`config.mk`:
```
export PLATFORM = sky130hd
export DESIGN_NAME = alu_seq_driver
export DESIGN_NICKNAME = d
export VERILOG_FILES = /design/src/rtl/alu_pkg.sv /design/src/rtl/alu_rsp_fifo.sv /design/src/rtl/alu_seq_driver.sv
export SDC_FILE = /design/constraint.sdc
export NUM_CORES = 1
export LEC_CHECK = 0
export BUFFER_PORTS_ARGS = -buffer_cell sky130_fd_sc_hd__buf_2
export CORE_ASPECT_RATIO = 0.8
export CORE_UTILIZATION = 49
export DETAILED_ROUTE_END_ITERATION = 16
export PLACE_DENSITY = 0.74
export SYNTH_ARGS = -nofsm -noshare
export SYNTH_HDL_FRONTEND = slang
export SYNTH_HIERARCHICAL = 1
export SYNTH_SLANG_ARGS = --single-unit
export TNS_END_PERCENT = 1
```
`constraint.sdc`:
```
create_clock -name clk -period 2.52 [get_ports clk]
set_input_delay 0.126 -clock clk [delete_from_list [all_inputs] [get_ports clk]]
set_output_delay 0.126 -clock clk [all_outputs]
set_load 0.01 [all_outputs]
```
`src/rtl/alu_pkg.sv`:
```
// Shared ALU definitions: opcodes, operand/result widths and the reference result function.
// The function is only instantiated by the optional result checker.
package alu_pkg;

  localparam int OPND_W = 4;
  localparam int RES_W  = 8;

  typedef enum logic [1:0] {
    OP_ADD = 2'd0,
    OP_MUL = 2'd1,
    OP_SUB = 2'd2,
    OP_AND = 2'd3
  } alu_op_e;

  // Operands are widened first so the multiply and the subtract wrap in 8 bits.
  function automatic logic [RES_W-1:0] alu_golden(input logic [OPND_W-1:0] a,
                                                  input logic [OPND_W-1:0] b,
                                                  input logic [1:0]        op);
    logic [RES_W-1:0] ea;
    logic [RES_W-1:0] eb;
    logic [RES_W-1:0] res;
    ea  = {{(RES_W-OPND_W){1'b0}}, a};
    eb  = {{(RES_W-OPND_W){1'b0}}, b};
    res = '0;
    case (alu_op_e'(op))
      OP_ADD:  res = ea + eb;
      OP_MUL:  res = ea * eb;
      OP_SUB:  res = ea - eb;
      OP_AND:  res = ea & eb;
      default: res = '0;
    endcase
    return res;
  endfunction

endpackage

```
`src/rtl/alu_rsp_fifo.sv`:
```
// Response buffer, DEPTH entries; head is a combinational read, occupancy updates on the clock edge.
// An extra pointer bit separates full from empty; push when full and pop when empty are ignored.
module alu_rsp_fifo #(
  parameter int DEPTH = 4,
  parameter int WIDTH = 10
) (
  input  logic                   clk,
  input  logic                   rst,
  input  logic                   push,
  input  logic [WIDTH-1:0]       push_dat,
  input  logic                   pop,
  output logic [WIDTH-1:0]       head_dat,
  output logic                   empty,
  output logic [$clog2(DEPTH):0] count
);

  localparam int AW = $clog2(DEPTH);
  localparam logic [AW:0] FULL_CNT = (AW+1)'(DEPTH);
  localparam logic [AW:0] PTR_ONE  = (AW+1)'(1);

  logic [WIDTH-1:0] mem [DEPTH];
  logic [AW:0]      wr_ptr;
  logic [AW:0]      rd_ptr;
  logic             full;
  logic             do_push;
  logic             do_pop;

  assign count    = wr_ptr - rd_ptr;
  assign empty    = (count == '0);
  assign full     = (count == FULL_CNT);
  assign do_push  = push & ~full;
  assign do_pop   = pop & ~empty;
  assign head_dat = mem[rd_ptr[AW-1:0]];

  always_ff @(posedge clk or posedge rst) begin
    if (rst) begin
      wr_ptr <= '0;
      rd_ptr <= '0;
    end else begin
      if (do_push) wr_ptr <= wr_ptr + PTR_ONE;
      if (do_pop)  rd_ptr <= rd_ptr + PTR_ONE;
    end
  end

  // Storage needs no reset: the pointers alone define which entries are live.
  always_ff @(posedge clk) begin
    if (do_push) mem[wr_ptr[AW-1:0]] <= push_dat;
  end

endmodule

```
`src/rtl/alu_seq_driver.sv`:
```
// Drives a 2-stage ALU: result captured 3 edges after issue into an in-order response FIFO.
// cmd_ready is credit based (in flight + buffered < DEPTH); ALU_SEQ_DRIVER_CHECK_EN adds a golden-model checker.
module alu_seq_driver
  import alu_pkg::*;
#(
  parameter int DEPTH = 4,
  parameter int TAG_W = 2
) (
  input  logic              clk,
  input  logic              rst,
  input  logic              cmd_valid,
  output logic              cmd_ready,
  input  logic [OPND_W-1:0] cmd_a,
  input  logic [OPND_W-1:0] cmd_b,
  input  logic [1:0]        cmd_op,
  input  logic [TAG_W-1:0]  cmd_tag,
  output logic [OPND_W-1:0] alu_a,
  output logic [OPND_W-1:0] alu_b,
  output logic [1:0]        alu_op,
  input  logic [RES_W-1:0]  alu_out,
  output logic              rsp_valid,
  input  logic              rsp_ready,
  output logic [RES_W-1:0]  rsp_data,
  output logic [TAG_W-1:0]  rsp_tag,
  output logic              chk_err
);

  localparam int CW = $clog2(DEPTH) + 2;
  localparam int FW = RES_W + TAG_W;

  logic                   accept;
  logic [2:0]             pipe_vld;
  logic [TAG_W-1:0]       pipe_tag [3];
  logic [$clog2(DEPTH):0] fifo_count;
  logic                   fifo_empty;
  logic [FW-1:0]          fifo_head;
  logic [CW-1:0]          used;

  assign accept = cmd_valid & cmd_ready;

  // Every accepted command holds one credit until its response is popped.
  assign used = CW'(pipe_vld[0]) + CW'(pipe_vld[1]) + CW'(pipe_vld[2]) + CW'(fifo_count);
  assign cmd_ready = (used < CW'(DEPTH));

  always_ff @(posedge clk or posedge rst) begin
    if (rst) begin
      alu_a    <= '0;
      alu_b    <= '0;
      alu_op   <= '0;
      pipe_vld <= '0;
    end else begin
      if (accept) begin
        alu_a  <= cmd_a;
        alu_b  <= cmd_b;
        alu_op <= cmd_op;
      end
      pipe_vld <= {pipe_vld[1:0], accept};
    end
  end

  // Tags travel alongside the valid bits; only stages with a valid bit are ever consumed.
  always_ff @(posedge clk) begin
    pipe_tag[0] <= cmd_tag;
    pipe_tag[1] <= pipe_tag[0];
    pipe_tag[2] <= pipe_tag[1];
  end

  alu_rsp_fifo #(
    .DEPTH (DEPTH),
    .WIDTH (FW)
  ) u_rsp_fifo (
    .clk      (clk),
    .rst      (rst),
    .push     (pipe_vld[2]),
    .push_dat ({alu_out, pipe_tag[2]}),
    .pop      (rsp_ready),
    .head_dat (fifo_head),
    .empty    (fifo_empty),
    .count    (fifo_count)
  );

  assign rsp_valid = ~fifo_empty;
  assign rsp_data  = fifo_head[FW-1:TAG_W];
  assign rsp_tag   = fifo_head[TAG_W-1:0];

`ifdef ALU_SEQ_DRIVER_CHECK_EN
  logic [RES_W-1:0] pipe_exp [3];

  always_ff @(posedge clk) begin
    pipe_exp[0] <= alu_golden(cmd_a, cmd_b, cmd_op);
    pipe_exp[1] <= pipe_exp[0];
    pipe_exp[2] <= pipe_exp[1];
  end

  always_ff @(posedge clk or posedge rst) begin
    if (rst) begin
      chk_err <= 1'b0;
    end else if (pipe_vld[2] && (alu_out != pipe_exp[2])) begin
      chk_err <= 1'b1;
    end
  end
`else
  assign chk_err = 1'b0;
`endif

endmodule

```
**Word-level counts from Yosys, hierarchy flattened**

Memories as Yosys holds them, arrays and structs flattened.
Cells that the tools add are included.

- Bits in registers: 19
- Memory bits (writable): 46
- Input port bits: 24
- Output and inout port bits: 23
- Word-level logic and storage cells: 24
- Memories kept: 2

- $add $sub $neg: 6
- Magnitude comparators: 1
- Equal/unequal tests: 1
- Mux-type cells: 2
- Bitwise operators: 5
- Reductions and logical operators: 1

Memories:

| name | words | bits a word | read ports | clocked after Yosys merged registers in | write ports | RTL line | text |
|---|---|---|---|---|---|---|---|
| u_rsp_fifo.mem | 4 | 10 | 1 | 0 | 1 | alu_rsp_fifo.sv:21 | `logic [WIDTH-1:0] mem [DEPTH];` |
| pipe_tag | 3 | 2 | 3 | 0 | 3 | alu_seq_driver.sv:33 | `logic [TAG_W-1:0] pipe_tag [3];` |

Operators with widths:

| cell | count |
|---|---|
| 3-bit by 1-bit adder with 3-bit output, second input constant | 2 |
| 3-bit by 3-bit adder with 4-bit output | 1 |
| 4-bit by 3-bit less-than comparator with 1-bit output, second input constant | 1 |
| 2-bit by 1-bit adder with 3-bit output | 1 |
| 1-bit bitwise AND | 3 |
| 3-bit equality test, second input constant | 1 |
| 3-bit zero test | 1 |
| 3-bit subtractor | 1 |
| 1-bit by 1-bit adder with 2-bit output | 1 |
| 1-bit two-way mux | 2 |
| 1-bit NOT | 2 |

**Logic depth before layout (Yosys ltp)**

- Word-level depth: 6
- Mapped depth: 11
- Depth with buffers taken out: 10

**Cells and area by module**

The synthesis kept the hierarchy.

By module, submodules not included:

| module | instances | cells an instance | area each (sq um) | seq. area each (sq um) |
|---|---|---|---|---|
| alu_rsp_fifo | 1 | 94 | 1,886.8 | 1,351.3 |
| alu_seq_driver | 1 | 44 | 720.7 | 445.4 |

**Worst setup path before layout**

Ideal clock, no wire load.

- Path kind: register -> register
- Start point: reg u_rsp_fifo.wr_ptr[0]
- End point: reg alu_a[0]
- Setup time: 0.125 ns
- Data arrival time: 2.282 ns
- Data required time: 2.395 ns
- Path slack: 0.112 ns
- Stages on the path, launching flop included: 9
- Path buffers: 1
- Clock period less this slack: 2.408 ns
- Cell sequence: dfrtp_1 > inv_1 > ha_1 > fa_1 > xor3_2 > nor2_1 > and3_4 > buf_12 > mux2_4

- Cells in the longest elaborated chain, start to end: 4

RTL lines:

| element | RTL line | text |
|---|---|---|
| from (decl) | alu_rsp_fifo.sv:22 | `logic [AW:0] wr_ptr;` |
| from (signal assigned) | alu_rsp_fifo.sv:40 | `if (do_push) wr_ptr <= wr_ptr + PTR_ONE;` |
| 3-bit subtractor | alu_rsp_fifo.sv:28 | `assign count = wr_ptr - rd_ptr;` |
| net fifo_count[2] | alu_seq_driver.sv:34 | `logic [$clog2(DEPTH):0] fifo_count;` |
| 3-bit by 3-bit adder with 4-bit output | alu_seq_driver.sv:42 | `assign used = CW'(pipe_vld[0]) + CW'(pipe_vld[1]) + CW'(pipe_vld[2]) + CW'(fifo_count);` |
| 4-bit by 3-bit less-than comparator with 1-bit output | alu_seq_driver.sv:43 | `assign cmd_ready = (used < CW'(DEPTH));` |
| 1-bit bitwise AND | alu_seq_driver.sv:39 | `assign accept = cmd_valid & cmd_ready;` |
| net accept | alu_seq_driver.sv:31 | `logic accept;` |
| to (signal assigned) | alu_seq_driver.sv:53 | `alu_a <= cmd_a;` |
| to (decl) | alu_seq_driver.sv:17 | `output logic [OPND_W-1:0] alu_a,` |

The timed path passes the listed nets, and every way through them passes these cells.
A chain may end at the register's enable or synchronous reset.

**Worst setup path in the final report**

- Start point: reg u_rsp_fifo.wr_ptr[0]
- End point: reg alu_b[2]

- Cells in the longest elaborated chain, start to end: 4

RTL lines:

| element | RTL line | text |
|---|---|---|
| 3-bit subtractor | alu_rsp_fifo.sv:28 |  |
| net fifo_count[0] | alu_seq_driver.sv:34 |  |
| 3-bit by 3-bit adder with 4-bit output | alu_seq_driver.sv:42 |  |
| 4-bit by 3-bit less-than comparator with 1-bit output | alu_seq_driver.sv:43 |  |
| 1-bit bitwise AND | alu_seq_driver.sv:39 |  |
| to (signal assigned) | alu_seq_driver.sv:54 | `alu_b <= cmd_b;` |
| to (decl) | alu_seq_driver.sv:18 | `output logic [OPND_W-1:0] alu_b,` |

The timed path passes the listed nets, and every way through them passes these cells.

==> load_flow_metrics.sql <==
INSERT INTO impl_metrics (metric_group, metric, value, unit) VALUES
('timing', 'rsz_0062_raised_after_global_routing', 'true', ''),
('synthesis', 'post_synth_edffs', '40', ''),
('final_layout', 'n_antenna_cell', '0', ''),
('clock_tree', 'cts.clk_slew.worst_paths', '0.08', 'ns'),
('setup_path', 'worstSetupEndpointType', 'flip-flop', ''),
('clock_tree', 'clockRootBuffer', 'sky130_fd_sc_hd__clkbuf_8', ''),
('setup_path', 'ff2ff_setup_slack', '0.06', 'ns'),
('floorplan', 'std_cell_rows', '23', ''),
('synthesis', 'yosys_register_bits', '65', ''),
('floorplan', 'initial_core_util', '51.5', '%'),
('placement', 'port_bufs', '45', ''),
('synthesis', 'ys_top_cells_by_area', 'sky130_fd_sc_hd__edfxtp_1, sky130_fd_sc_hd__dfrtp_1, sky130_fd_sc_hd__mux4_2', ''),
('final_layout', 'post_layout_nonfiller_instances', '287', ''),
('synthesis', 'seq_total_area_yosys', '68.9', '%'),
('routing', 'final_antenna_net_count', '0', ''),
('placement', 'placed_cells_incl_taps', '251', ''),
('routing', 'drt_iter0_markers', '124', ''),
('timing', 'fin_ws', '0.0638', 'ns'),
('final_layout', 'area_grow_syn2layout', '31.0', '%'),
('final_layout', 'post_route_cell_area', '3420', 'um^2'),
('setup_path', 'rr_startpoint', 'u_rsp_fifo/wr_ptr[0]$_DFFE_PP0P_', ''),
('min_path', 'timing.hold.worst_path_depth', '2', ''),
('placement', 'place.detailed.hpwl', '3020', 'um'),
('run_status', 'status', 'complete, no violations', ''),
('setup_path', 'ff2ff_path_depth', '10', ''),
('routing', 'drt_drc_violations_left', '0', ''),
('timing', 'maxSlewViolCount', '0', ''),
('timing', 'final.min_clock_period', '2.46', 'ns'),
('setup_path', 'cp_data_arrival_time', '2.69', 'ns'),
('placement', 'dp_slack', '0.0794', 'ns'),
('setup_path', 'top_fanout_value_on_the_critical_path', '11', ''),
('power_and_ir_drop', 'vdd_ir_drop_max', '769', 'uV'),
('timing', 'hold_vio_cnt_final', '0', ''),
('min_path', 'worst_hold_path_type', 'in2reg', ''),
('clock_tree', 'clk_latency', '0.35', 'ns'),
('timing', 'maxClockFrequency', '407', 'MHz'),
('clock_tree', 'cts-buffers-inserted', '9', ''),
('global_routing', 'number_of_antenna_violations_at_the_first_check_in_global_routing', '0', ''),
('timing', 'final-setup-viol-count', '0', ''),
('power_and_ir_drop', 'cellLeakagePower', '1.44', 'nW'),
('final_layout', 'final_layout_size_suffix_gt1_share', '44.4', '%'),
('synthesis', 'syn-instance-count', '138', ''),
('final_layout', 'fillerInstances', '356', ''),
('clock_tree', 'cts_max_level', '3', ''),
('floorplan', 'pin_count', '47', ''),
('final_layout', 'layout.core_utilization', '67.4', '%'),
('placement', 'routabilityCongestion', '0.808', ''),
('routing', 'route.vias.total', '1413', ''),
('min_path', 'holdCritStartpoint', 'cmd_b[3]', ''),
('routing', 'wl', '4800', 'um'),
('global_routing', 'grt_first_pass_wirelength', '7600', 'um'),
('clock_tree', 'clock_sink_count', '65', ''),
('setup_path', 'rr_endpoint', 'alu_b[2]$_DFFE_PP0P_', ''),
('floorplan', 'area_of_the_die', '5620', 'um^2'),
('global_routing', 'groute.usage.overall', '19.4', '%'),
('global_routing', 'maximum_number_of_pins_on_one_net_before_global_route_repair', '14', ''),
('clock_tree', 'post-cts-setup-buffers', '0', ''),
('setup_path', 'worst-setup-path-type', 'reg2reg', ''),
('clock_tree', 'cts_tree', 'done', ''),
('clock_tree', 'max-clock-path-buffers', '2', ''),
('final_layout', 'register_area', '1800', 'um^2'),
('routing', 'routed_wire_length_per_instance', '16.7', 'um'),
('synthesis', 'synth_area', '2610', 'um^2'),
('synthesis', 'yosysUniqueCellTypes', '29', ''),
('synthesis', 'postSynthAreaPerCell', '18.9', 'um^2'),
('timing', 'maximum_clock_skew_at_final_layout', '0.0126', 'ns'),
('floorplan', 'die_height', '67.2', 'um'),
('placement', 'placed_cell_area', '2970', 'um^2'),
('synthesis', 'synth-main-ff-cell', 'sky130_fd_sc_hd__edfxtp_1', ''),
('synthesis', 'postSynthNetCount', '171', ''),
('global_routing', 'vias_in_the_first_global_route', '1509', '');
-- repair_timing --
item,4_1_cts,5_1_grt
endpoints found under the hold margin,62,0
setup endpoints to repair,0,51
hold buffers,20,0
gates resized for setup,0,2
-- routing by layer --
layer	vias to the layer above	part of all wire [%]	wire [um]	GRT usage (%)
met2	25	51	2440	32.1
met3	10	3.8	181	7.09
met4	0	2.0	95	9.53
li1	669	-	-	-
met5	-	0	0	0
met1	709	43	2080	22.9
-- cell usage after synthesis, drive strengths merged (2+ instances only) --
cell	count
o21ai	2
ha	7
fa	2
mux4	10
mux2	14
xnor2	3
edfxtp	40
dfxtp	6
nand2	3
and3	5
buf	3
dfrtp	19
nor2	2
inv	12
-- per-stage QoR --
step	hold WS, ns	power (mW)
after floorplan	-0.0830	3.02
after global routing	0.00485	4.94
final	0.0283	4.67
after CTS	0.00247	4.64
after detailed placement	0.0681	3.59
after global placement	0.0649	3.50
-- cell families (layout without fill, tap and decap cells) --
family                   Yosys count  count (layout)  share of synthesized area (%)
buffers and inverters             16             103                           3.12
AO/OA/AOI/OAI                      5               5                           1.15
XOR/XNOR                           5               5                           2.30
AND/OR/NAND/NOR                   13              13                           3.36
multiplexers                      24              24                           16.1
other                              1               1                          0.144
adder cells (fa/ha/maj)            9               9                           4.89
flip-flops                        65              65                           68.9
-- layout by cell type, fill, tap and decap left out, types with 2 or more instances in the layout --
cell type                       instances
sky130_fd_sc_hd__buf_2                 45
sky130_fd_sc_hd__edfxtp_1              40
sky130_fd_sc_hd__dlygate4sd3_1         20
sky130_fd_sc_hd__dfrtp_1               19
sky130_fd_sc_hd__inv_1                 12
sky130_fd_sc_hd__mux2_4                10
sky130_fd_sc_hd__clkbuf_8              10
sky130_fd_sc_hd__mux4_2                10
sky130_fd_sc_hd__buf_4                  8
sky130_fd_sc_hd__dfxtp_1                6
sky130_fd_sc_hd__ha_1                   6
sky130_fd_sc_hd__mux2_2                 4
sky130_fd_sc_hd__and3_1                 4
sky130_fd_sc_hd__xnor2_1                3
sky130_fd_sc_hd__nand2_1                3
sky130_fd_sc_hd__nor2_1                 2
sky130_fd_sc_hd__bufinv_16              2
sky130_fd_sc_hd__buf_12                 2
-- worst max-delay path by stage --
stage	start	to	slack (ns)	depth (start not counted)
CTS	u_rsp_fifo/wr_ptr[0]$_DFFE_PP0P_	u_rsp_fifo/mem[1][8]$_DFFE_PP_	0.03	8
global route	u_rsp_fifo/wr_ptr[0]$_DFFE_PP0P_	alu_b[2]$_DFFE_PP0P_	-0.04	10
floorplan	u_rsp_fifo/wr_ptr[0]$_DFFE_PP0P_	alu_a[0]$_DFFE_PP0P_	0.11	8
global placement	u_rsp_fifo/wr_ptr[0]$_DFFE_PP0P_	u_rsp_fifo/mem[3][4]$_DFFE_PP_	0.14	8
finish	u_rsp_fifo/wr_ptr[0]$_DFFE_PP0P_	alu_b[2]$_DFFE_PP0P_	0.06	10
detailed placement	u_rsp_fifo/wr_ptr[0]$_DFFE_PP0P_	alu_b[2]$_DFFE_PP0P_	0.08	8
-- where the power goes --
group / switching [mW] / total, mW / internal [mW] / leakage, nW
clock: 0.401 / 0.986 / 0.585 / 0.111
combinational: 0.984 / 2.13 / 1.15 / 0.694
sequential: 0.137 / 1.55 / 1.41 / 0.639
-- area by class of cell --
cell class	count	area share, %
clock buffer	10	4.03
clock inverter	6	2.60
inverter	12	1.32
multi-input combinational	57	21.8
sequential	65	52.6
tap	62	2.27
timing repair buffer	75	15.4
-- critical path: stages, from the launching register on --
cell and delay [ns]:
sky130_fd_sc_hd__dfrtp_1 0.38, sky130_fd_sc_hd__inv_1 0.12, sky130_fd_sc_hd__ha_1 0.29, sky130_fd_sc_hd__inv_1 0.07
sky130_fd_sc_hd__inv_1 0.04, sky130_fd_sc_hd__fa_1 0.35, sky130_fd_sc_hd__inv_1 0.12, sky130_fd_sc_hd__ha_4 0.22
sky130_fd_sc_hd__nand3b_4 0.07, sky130_fd_sc_hd__and3_4 0.32, sky130_fd_sc_hd__mux2_2 0.37
-- sequential cells by signal (all words and copies together) (netlist names) --
register,cells
u_rsp_fifo/mem,40
pipe_tag,6
alu_a,4
alu_b,4
pipe_vld,3
u_rsp_fifo/rd_ptr,3
u_rsp_fifo/wr_ptr,3
alu_op,2
No activity file was read; power rests on OpenSTA's default activity.
